## src/rtl/csc_weight_encoder_if.sv

```systemverilog
// ----------------------------------------------------------------------------
// csc_weight_encoder_if
// Handshake bundle for the CSC weight encoder.
//   Dense input  : in_valid/in_ready, in_data, in_col_last, in_mat_last
//   Data stream  : data_out_valid/data_out_ready, data_out = {value, row}
//   Addr stream  : addr_out_valid/addr_out_ready, addr_out, addr_out_last
//   Status       : done (end-sign accepted pulse), overflow (sticky)
// slave  : the encoder side.
// master : the producer/consumer side driving the encoder.
// ----------------------------------------------------------------------------
interface csc_weight_encoder_if #(
    parameter int DATA_W = 8,
    parameter int ROW_W  = 4,
    parameter int ADDR_W = 7
);
    logic                    in_valid;
    logic                    in_ready;
    logic [DATA_W-1:0]       in_data;
    logic                    in_col_last;
    logic                    in_mat_last;
    logic                    data_out_valid;
    logic                    data_out_ready;
    logic [DATA_W+ROW_W-1:0] data_out;
    logic                    addr_out_valid;
    logic                    addr_out_ready;
    logic [ADDR_W-1:0]       addr_out;
    logic                    addr_out_last;
    logic                    done;
    logic                    overflow;

    modport slave (
        input  in_valid, in_data, in_col_last, in_mat_last,
        input  data_out_ready, addr_out_ready,
        output in_ready, data_out_valid, data_out,
        output addr_out_valid, addr_out, addr_out_last, done, overflow
    );

    modport master (
        output in_valid, in_data, in_col_last, in_mat_last,
        output data_out_ready, addr_out_ready,
        input  in_ready, data_out_valid, data_out,
        input  addr_out_valid, addr_out, addr_out_last, done, overflow
    );
endinterface

```

## src/rtl/csc_weight_encoder.sv

```systemverilog
// ----------------------------------------------------------------------------
// csc_weight_encoder
// Streaming dense-to-CSC encoder feeding a PE's weight data and address spads.
// Dense weights arrive column by column; every nonzero emits {value, row} on
// the data stream, every column end emits a cumulative end-pointer (or
// EMPTY_CODE for an all-zero column) on the address stream, and the matrix is
// closed by a 0 end-sign qualified with addr_out_last.
// Ports:
//   clock, reset : clock and synchronous active-high reset
//   bus          : csc_weight_encoder_if.slave (input, data, addr streams,
//                  done pulse and sticky overflow)
// ----------------------------------------------------------------------------
module csc_weight_encoder #(
    parameter int DATA_W     = 8,
    parameter int ROW_W      = 4,
    parameter int ADDR_W     = 7,
    parameter int EMPTY_CODE = 127,
    parameter int MAX_NZ     = 126
) (
    input  logic                 clock,
    input  logic                 reset,
    csc_weight_encoder_if.slave  bus
);

    typedef enum logic [1:0] {RUN, TERM, WAIT} state_t;

    state_t                  state_q, state_d;
    logic [ROW_W-1:0]        row_cnt_q, row_cnt_d;
    logic [ADDR_W-1:0]       nz_cnt_q, nz_cnt_d;
    logic                    col_nz_q, col_nz_d;
    logic                    data_valid_q, data_valid_d;
    logic [DATA_W+ROW_W-1:0] data_q, data_d;
    logic                    addr_valid_q, addr_valid_d;
    logic [ADDR_W-1:0]       addr_q, addr_d;
    logic                    addr_last_q, addr_last_d;
    logic                    done_q, done_d;
    logic                    ovf_q, ovf_d;

    logic data_free;
    logic addr_free;
    logic in_ready;
    logic accept;
    logic col_last;
    logic elem_nz;
    logic take_nz;
    logic end_hs;

    // A slot is free if empty or being drained in this same cycle.
    assign data_free = !data_valid_q || bus.data_out_ready;
    assign addr_free = !addr_valid_q || bus.addr_out_ready;
    assign accept    = bus.in_valid && in_ready;
    assign col_last  = bus.in_col_last || bus.in_mat_last;
    assign elem_nz   = (bus.in_data != '0);
    assign take_nz   = accept && elem_nz && (nz_cnt_q < ADDR_W'(MAX_NZ));
    assign end_hs    = addr_valid_q && bus.addr_out_ready;

    // ---------------- state register ----------------
    always_ff @(posedge clock) begin
        if (reset) begin
            state_q <= RUN;
        end else begin
            state_q <= state_d;
        end
    end

    // ---------------- next-state logic ----------------
    always_comb begin
        state_d = state_q;
        case (state_q)
            RUN:     if (accept && bus.in_mat_last) state_d = TERM;
            TERM:    if (addr_free)                 state_d = WAIT;
            WAIT:    if (end_hs)                    state_d = RUN;
            default:                                state_d = RUN;
        endcase
    end

    // ---------------- output logic ----------------
    always_comb begin
        in_ready = !reset && (state_q == RUN) && data_free && addr_free;
    end

    assign bus.in_ready       = in_ready;
    assign bus.data_out_valid = data_valid_q;
    assign bus.data_out       = data_q;
    assign bus.addr_out_valid = addr_valid_q;
    assign bus.addr_out       = addr_q;
    assign bus.addr_out_last  = addr_last_q;
    assign bus.done           = done_q;
    assign bus.overflow       = ovf_q;

    // ---------------- datapath next-state ----------------
    always_comb begin
        row_cnt_d    = row_cnt_q;
        nz_cnt_d     = nz_cnt_q;
        col_nz_d     = col_nz_q;
        data_valid_d = data_valid_q;
        data_d       = data_q;
        addr_valid_d = addr_valid_q;
        addr_d       = addr_q;
        addr_last_d  = addr_last_q;
        done_d       = 1'b0;
        ovf_d        = ovf_q;

        if (bus.data_out_ready) data_valid_d = 1'b0;
        if (bus.addr_out_ready) addr_valid_d = 1'b0;

        if (accept) begin
            row_cnt_d = col_last ? '0 : row_cnt_q + ROW_W'(1);
            if (elem_nz && !take_nz) ovf_d = 1'b1;
        end

        if (take_nz) begin
            nz_cnt_d     = nz_cnt_q + ADDR_W'(1);
            col_nz_d     = 1'b1;
            data_valid_d = 1'b1;
            data_d       = {bus.in_data, row_cnt_q};
        end

        // End-pointer uses the count including the current element.
        if (accept && col_last) begin
            addr_valid_d = 1'b1;
            addr_d       = (col_nz_q || take_nz) ? nz_cnt_d : ADDR_W'(EMPTY_CODE);
            addr_last_d  = 1'b0;
            col_nz_d     = 1'b0;
        end

        if ((state_q == TERM) && addr_free) begin
            addr_valid_d = 1'b1;
            addr_d       = '0;
            addr_last_d  = 1'b1;
        end

        if ((state_q == WAIT) && end_hs) begin
            done_d      = 1'b1;
            nz_cnt_d    = '0;
            row_cnt_d   = '0;
            addr_last_d = 1'b0;
        end
    end

    // ---------------- datapath registers ----------------
    always_ff @(posedge clock) begin
        if (reset) begin
            row_cnt_q    <= '0;
            nz_cnt_q     <= '0;
            col_nz_q     <= 1'b0;
            data_valid_q <= 1'b0;
            data_q       <= '0;
            addr_valid_q <= 1'b0;
            addr_q       <= '0;
            addr_last_q  <= 1'b0;
            done_q       <= 1'b0;
            ovf_q        <= 1'b0;
        end else begin
            row_cnt_q    <= row_cnt_d;
            nz_cnt_q     <= nz_cnt_d;
            col_nz_q     <= col_nz_d;
            data_valid_q <= data_valid_d;
            data_q       <= data_d;
            addr_valid_q <= addr_valid_d;
            addr_q       <= addr_d;
            addr_last_q  <= addr_last_d;
            done_q       <= done_d;
            ovf_q        <= ovf_d;
        end
    end

endmodule

```

## src/flat_wrapper.sv

```systemverilog
// flat-port wrapper written by rule: the top's interface ports become plain ports
module csc_weight_encoder_flat 
#(
    parameter int DATA_W     = 8,
    parameter int ROW_W      = 4,
    parameter int ADDR_W     = 7,
    parameter int EMPTY_CODE = 127,
    parameter int MAX_NZ     = 126
)
  (clock, reset, bus_in_valid, bus_in_data, bus_in_col_last, bus_in_mat_last, bus_data_out_ready, bus_addr_out_ready, bus_in_ready, bus_data_out_valid, bus_data_out, bus_addr_out_valid, bus_addr_out, bus_addr_out_last, bus_done, bus_overflow);
  csc_weight_encoder_if #(.DATA_W(DATA_W), .ROW_W(ROW_W), .ADDR_W(ADDR_W)) bus_i ();
  input  logic clock;
  input  logic reset;
  input wire logic [$bits(bus_i.in_valid)-1:0] bus_in_valid;
  input wire logic [$bits(bus_i.in_data)-1:0] bus_in_data;
  input wire logic [$bits(bus_i.in_col_last)-1:0] bus_in_col_last;
  input wire logic [$bits(bus_i.in_mat_last)-1:0] bus_in_mat_last;
  input wire logic [$bits(bus_i.data_out_ready)-1:0] bus_data_out_ready;
  input wire logic [$bits(bus_i.addr_out_ready)-1:0] bus_addr_out_ready;
  output wire logic [$bits(bus_i.in_ready)-1:0] bus_in_ready;
  output wire logic [$bits(bus_i.data_out_valid)-1:0] bus_data_out_valid;
  output wire logic [$bits(bus_i.data_out)-1:0] bus_data_out;
  output wire logic [$bits(bus_i.addr_out_valid)-1:0] bus_addr_out_valid;
  output wire logic [$bits(bus_i.addr_out)-1:0] bus_addr_out;
  output wire logic [$bits(bus_i.addr_out_last)-1:0] bus_addr_out_last;
  output wire logic [$bits(bus_i.done)-1:0] bus_done;
  output wire logic [$bits(bus_i.overflow)-1:0] bus_overflow;
  assign bus_i.in_valid = bus_in_valid;
  assign bus_i.in_data = bus_in_data;
  assign bus_i.in_col_last = bus_in_col_last;
  assign bus_i.in_mat_last = bus_in_mat_last;
  assign bus_i.data_out_ready = bus_data_out_ready;
  assign bus_i.addr_out_ready = bus_addr_out_ready;
  assign bus_in_ready = bus_i.in_ready;
  assign bus_data_out_valid = bus_i.data_out_valid;
  assign bus_data_out = bus_i.data_out;
  assign bus_addr_out_valid = bus_i.addr_out_valid;
  assign bus_addr_out = bus_i.addr_out;
  assign bus_addr_out_last = bus_i.addr_out_last;
  assign bus_done = bus_i.done;
  assign bus_overflow = bus_i.overflow;
  csc_weight_encoder #(.DATA_W(DATA_W), .ROW_W(ROW_W), .ADDR_W(ADDR_W), .EMPTY_CODE(EMPTY_CODE), .MAX_NZ(MAX_NZ)) u_core (.clock(clock), .reset(reset), .bus(bus_i));
endmodule
```

## config.mk

```make
export PLATFORM = sky130hd
export DESIGN_NAME = csc_weight_encoder_flat
export DESIGN_NICKNAME = d
export VERILOG_FILES = /design/src/rtl/csc_weight_encoder_if.sv /design/src/rtl/csc_weight_encoder.sv /design/src/flat_wrapper.sv
export SDC_FILE = /design/constraint.sdc
export NUM_CORES = 1
export LEC_CHECK = 0
export CAP_MARGIN = 20
export CELL_PAD_IN_SITES_DETAIL_PLACEMENT = 0
export CELL_PAD_IN_SITES_GLOBAL_PLACEMENT = 1
export CORE_ASPECT_RATIO = 1.4
export CORE_MARGIN = 1.5
export CORE_UTILIZATION = 35
export CTS_CLUSTER_DIAMETER = 200
export CTS_CLUSTER_SIZE = 8
export DETAILED_ROUTE_END_ITERATION = 6
export PLACE_DENSITY = 0.85
export SLEW_MARGIN = 20
export SYNTH_ARGS = -nofsm -noshare
export SYNTH_HDL_FRONTEND = slang
export SYNTH_SLANG_ARGS = --single-unit
export TNS_END_PERCENT = 20
```

## constraint.sdc

```tcl
create_clock -name clock -period 2.5 [get_ports clock]
set_input_delay 0.625 -clock clock [delete_from_list [all_inputs] [get_ports clock]]
set_output_delay 0.625 -clock clock [all_outputs]
set_load 0.02 [all_outputs]
```

### Word level (Yosys, flattened, before mapping)

Index checks and enable logic that the tools add are counted.

| word-level totals | value |
|---|---|
| output and inout port bits | 25 |
| word-level logic and storage cells | 64 |
| register bits | 38 |

| cells by class | value |
|---|---|
| magnitude comparators | 1 |
| eq/ne operators | 5 |
| reduce and logical (&&, ||, !) cells | 30 |
| multiplexer cells | 15 |
| $add $sub $neg | 2 |

Operator list:

| cell | number |
|---|---|
| $mux W7 | 2 |
| $logic_and A1 B1 Y1 | 12 |
| $mux W1 | 8 |
| $reduce_bool A8 Y1 | 1 |
| $add A7 B1 Y7 const B | 1 |
| $lt A7 B7 Y1 const B | 1 |
| $mux W2 | 3 |
| $ne A2 B1 Y1 const B | 3 |
| $pmux W2 S3 | 1 |
| $reduce_or A2 Y1 | 3 |
| $add A4 B1 Y4 const B | 1 |
| $logic_not A1 Y1 | 4 |
| $logic_or A1 B1 Y1 | 4 |
| $mux W4 | 1 |
| $reduce_bool A2 Y1 | 2 |
| $reduce_and A3 Y1 | 1 |
| $reduce_bool A3 Y1 | 1 |
| $eq A2 B1 Y1 const B | 1 |
| $eq A2 B2 Y1 const B | 1 |
| $logic_not A2 Y1 | 1 |
| $reduce_and A2 Y1 | 1 |

### Longest topological paths before layout

| depth | value |
|---|---|
| depth in word-level cells | 10 |
| depth in mapped cells | 7 |
| gate-level depth less buffers | 5 |

### Worst setup path after synthesis

No wires, ideal clock.

| timing | value |
|---|---|
| path kind | input port to flip-flop |
| start | input port bus_in_data[6] |
| end | register u_core.data_q[0], in the netlist u_core.bus.data_out[0] |
| setup time | 71 ps |
| stages | 7 |
| arrival | 2092 ps |
| path slack | 337 ps |
| path buffers | 2 |
| cell sequence | or4_1 > nor2_1 > or3_1 > buf_2 > buf_2 > nand2_1 > a21oi_1 |

| between the ends | value |
|---|---|
| cells in the longest elaborated chain, start to end | 3 |

Ends and longest elaborated chain:

| item | RTL line | text |
|---|---|---|
| from (decl) | flat_wrapper.sv:15 | `input wire logic [$bits(bus_i.in_data)-1:0] bus_in_data;` |
| $reduce_bool A8 Y1 | csc_weight_encoder.sv:53 | `assign elem_nz = (bus.in_data != '0);` |
| $logic_and A1 B1 Y1 (2 in a row) | csc_weight_encoder.sv:54 | `assign take_nz = accept && elem_nz && (nz_cnt_q < ADDR_W'(MAX_NZ));` |
| to (signal assigned) | csc_weight_encoder.sv:159 | `data_q <= data_d;` |
| to (decl) | csc_weight_encoder.sv:32 | `logic [DATA_W+ROW_W-1:0] data_q, data_d;` |

No other way between the ends.
A chain may end at the register's enable or synchronous reset.

### Worst setup path in the final report

| timing | value |
|---|---|
| start | input port reset |
| end | register u_core.addr_q[4], in the netlist u_core.bus.addr_out[4] |

| between the ends | value |
|---|---|
| cells in the longest elaborated chain, start to end | 9 |
| elaborated cells between the ends (all ways) | 12 |
| those cells by class | 2 x mux; 10 x reduce/logical |

Ends and longest elaborated chain:

| item | RTL line | text |
|---|---|---|
| from (decl) | flat_wrapper.sv:13 | `input logic reset;` |
| $logic_not A1 Y1 | csc_weight_encoder.sv:79 | `in_ready = !reset && (state_q == RUN) && data_free && addr_free;` |
| $logic_and A1 B1 Y1 (3 in a row) | csc_weight_encoder.sv:79 |  |
| $logic_and A1 B1 Y1 | csc_weight_encoder.sv:51 | `assign accept = bus.in_valid && in_ready;` |
| $logic_and A1 B1 Y1 (2 in a row) | csc_weight_encoder.sv:54 |  |
| $mux W7 / $logic_or A1 B1 Y1 (equally long branches) | csc_weight_encoder.sv:112, csc_weight_encoder.sv:122 |  |
| $mux W7 | csc_weight_encoder.sv:122 | `addr_d = (col_nz_q \|\| take_nz) ? nz_cnt_d : ADDR_W'(EMPTY_CODE);` |
| to (signal assigned) | csc_weight_encoder.sv:161 | `addr_q <= addr_d;` |
| to (decl) | csc_weight_encoder.sv:34 | `logic [ADDR_W-1:0] addr_q, addr_d;` |

Several ways; a longest one is shown, not always the timed one.

==> metrics.md <==
| Metric | Value |
|---|---|
| Status | completed |
| CP Buf/Inv Count | 1 |
| Starting Density | a little over a third |
| Die area | 4770 um^2 |
| # setup viols final | 0 |
| Clk_lat worst skew | 0.28 ns |
| Critical-path cell list | clkdlybuf4s50_1 > nor4b_4 > nand3_4 > or3_1 > or3_1 > a31oi_1 |
| Final Skew | 0.00395 ns |
| Die Wd | 58.8 um |
| Worst Hold Class | register to register |
| Metal3 WL | about 120 um |
| Psw | 317 uW |
| Pins Over Slew Limit | 0 |
| Cell at the slowest stage of the critical path | clkdlybuf4s50_1 |
| CP endpoint kind | register |
| Post-synthesis mux area share | between 1.5 and 2% |
| Power Density | around 660 nW/um^2 |
| Critical Path Most Common Cell | or3_1 |
| # hold bufs at CTS | 0 |
| Gr usage total | between 10% and 20% |
| Final period util | between 90% and 100% |
| Int Power | ~1200 uW |
| WL per Instance | ~12 um |
| Critical path's top delay family | simple AND/OR/NAND/NOR gates |
| # diodes | 0 |
| Worst slack, placed | -0.216 ns |
| Max-Cap Viols | 0 |
| RSZ-0062 raised after global routing | false |
| Largest net degree at the start of global routing | 22 |
| Rel. slew slack | ~75% |
| Largest family of logic cells by synthesized area | simple AND/OR/NAND/NOR gates |
| Clk slew on worst S/H paths | approximately 0.070 ns |
| PortBufs | 39 |
| Synth Area in Compound Gates | 13.8% |
| Initial antenna violation count | 0 |
| Yosys reg bits | 38 |
| Synth Cell Area | ~1500 um^2 |
| H-tree depth | 2 |
| Min Tclk post-route | roughly 2.3 ns |
| Ys Warns | 0 |
| Core ar. | 4200 um^2 |
| Grt ovf | 0 |
| Cell count after synthesis | between 150 and 200 |
| Synthesized area per cell | between 8 and 9 um^2 |
| Clock share of power | a little over two fifths |
| Num rows | 28 |
| Fin. Hold Viols | 0 |
| CTS Buffer Depth | 2 |
| I/O pins | 40 |
| Adder-cell area share of the yosys netlist | under 10% |
| Fillers | between 400 and 500 |
| Distinct cells, synth | 32 |
| Startpoint types | input pin |
| Via density | 4.95 |
| Routability cong. | approximately 0.76 |
| Fin cells | 279 |
| Met2 WL | 1690 um |
| CTS tree | yes |
| Hpwl dp | approximately 2500 um |
| M1 wire length | 1490 um |
| Comb power frac | 13.2% |
| Slew @ Worst Pin | 0.380 ns |
| CTS root buffer | clkbuf_8 |
| Placed Cells | between 200 and 300 |
| Clock sink count | 38 |
| WL final | between 3000 and 4000 um |
| CP required | approximately 2.7 ns |
| Hold_ws | about 0.45 ns |
| Crit Path Class | input pin to register |
| DR top layer | met4 |
| Commonest non-fill, non-tap cells in the layout | 38 x clkdlybuf4s50_1, 38 x dfxtp_1, 30 x nand2_1 |
| DRT iter0 DRCs | 35 |
| Post-DRT Antenna Nets | 0 |
| First-pass GRT wire length | roughly 5600 um |
| DP Area | between 2000 and 2500 um^2 |
| Total negative slack | 0 ns |
| Sequential-to-total area share from yosys stat | 49.9% |
| Worst Path Max Fanout | 5 |
| Syn nets | just under 200 |
| Leakage | between 0.0008 and 0.0009 uW |
| Area Growth Syn to Fin | 45.3% |
| Nets@finish | 250 |
| Layout cell share with drive strength beyond 1 | about an eighth |
| IR drop worst, VDD | a little under 0.0003 V |
| Via count | 1380 |
| Critical Path Max Stage Delay | ~0.47 ns |
| Fmax | between 400 and 500 MHz |
| Die height | 81.1 um |
| Reg power frac | 44.1% |
| TritonCTS Buffers | 5 |
| DRT Pass-1 Iters | 4 |
| Synthesized-area fraction occupied by and/or/nand/nor cells | 25.8% |
| PnR worst setup slack | between 0.2 and 0.25 ns |
| XOR/XNOR Fraction of Synth Area | 4.59% |
| Sw Share | ~22% |
| DRC viols | 0 |
| Finished layout cell area | 2220 um^2 |
| CP arrival | 2.49 ns |
| Vias in the first global route | 1266 |
[per-layer routing]
metal  global-route usage [%]  vias up
met1                     17.5      620
met3                     3.82        4
li1                         -      723
met5                        0        -
met2                     27.4       33
met4                     4.77        0
[worst paths after layout]
kind	slack [ns]	endpoint	from	cells past startpoint
setup / recovery	0.23	u_core.bus.addr_out[4]	reset	6
hold / removal	0.45	u_core.bus.data_out[4]	u_core.bus.data_out[4]	2
hold reg to reg	0.45	u_core.bus.data_out[4]	u_core.bus.data_out[4]	2
setup reg to reg	0.59	u_core.bus.addr_out[4]	u_core.state_q[0]	5
[worst reg2reg max path, delay by kind of cell, from the launching register on]
| kind | cells | cell delay (ns) |
|---|---|---|
| compound gates | 1 | 0.16 |
| flops | 1 | 0.38 |
| simple gates | 4 | 1.29 |
[layout make-up]
class                   instances  area, um^2  area share, %
repair buffers                 57         520           23.5
well taps                      45        56.3           2.54
clock buffers                   6        82.6           3.73
flip-flops and latches         38         761           34.3
multi-input cells             129         728           32.9
clock inverters                 2        60.1           2.71
inverters                       2        7.51          0.339
[flip-flops by register name, indices dropped and copies added (netlist names)]
name and flops:
u_core.bus.data_out 12, u_core.bus.addr_out 7, u_core.nz_cnt_q 7, u_core.row_cnt_q 4, u_core.state_q 2, u_core.bus.addr_out_last 1, u_core.bus.addr_out_valid 1, u_core.bus.data_out_valid 1
u_core.bus.done 1, u_core.bus.overflow 1, u_core.col_nz_q 1
[stage by stage]
step / power (uW) / utilization (%)
finish: 1470 / 52.7
floorplan: 756 / -
global route: 1540 / 52.7
detailed placement: 861 / 49.4
global placement: 860 / 49.4
CTS: 1500 / 52.8
[Yosys cell counts]
cell,count,area [um^2]
a211oi_1,2,15.0
a21oi_1,24,120
a22oi_1,2,15.0
a311oi_1,1,8.76
a31oi_1,1,6.26
and2_1,1,6.26
and3_1,1,6.26
buf_1,1,3.75
buf_2,2,10.0
clkbuf_1,4,15.0
dfxtp_1,38,761
ha_1,2,25.0
inv_1,2,7.51
mux2i_1,3,30.0
nand2_1,30,113
nand2b_1,5,31.3
nand3_1,3,15.0
nand3_4,1,17.5
nand4_1,3,18.8
nand4b_1,1,8.76
nor2_1,19,71.3
nor2b_1,1,6.26
nor3_1,2,10.0
nor3_2,1,10.0
nor4_1,3,18.8
nor4b_1,1,8.76
nor4b_4,1,23.8
o21ai_0,9,45.0
or3_1,2,12.5
or4_1,2,15.0
xnor2_1,5,43.8
xor2_1,3,26.3
[what timing repair did]
item / in CTS / in global routing
gates resized for setup: 1 / 3
endpoints found under the setup margin: 1 / 1
buffers inserted: 0 / 0
[cell families after synthesis]
family,count (synthesis)
fa+ha+maj,2
mux,3
xor+xnor,8
simple gates,77
flops,38
compound gates,39
buf+inv,9
[power groups by stage]
stage	combinational, uW	clock [uW]	sequential, uW
2_1_floorplan	73.1	0	683
3_3_place_gp	198	0	662
3_5_place_dp	198	0	663
4_1_cts	198	649	649
5_1_grt	215	675	651
6_report	195	628	649
Note: power is estimated with default switching activity, not from simulation.
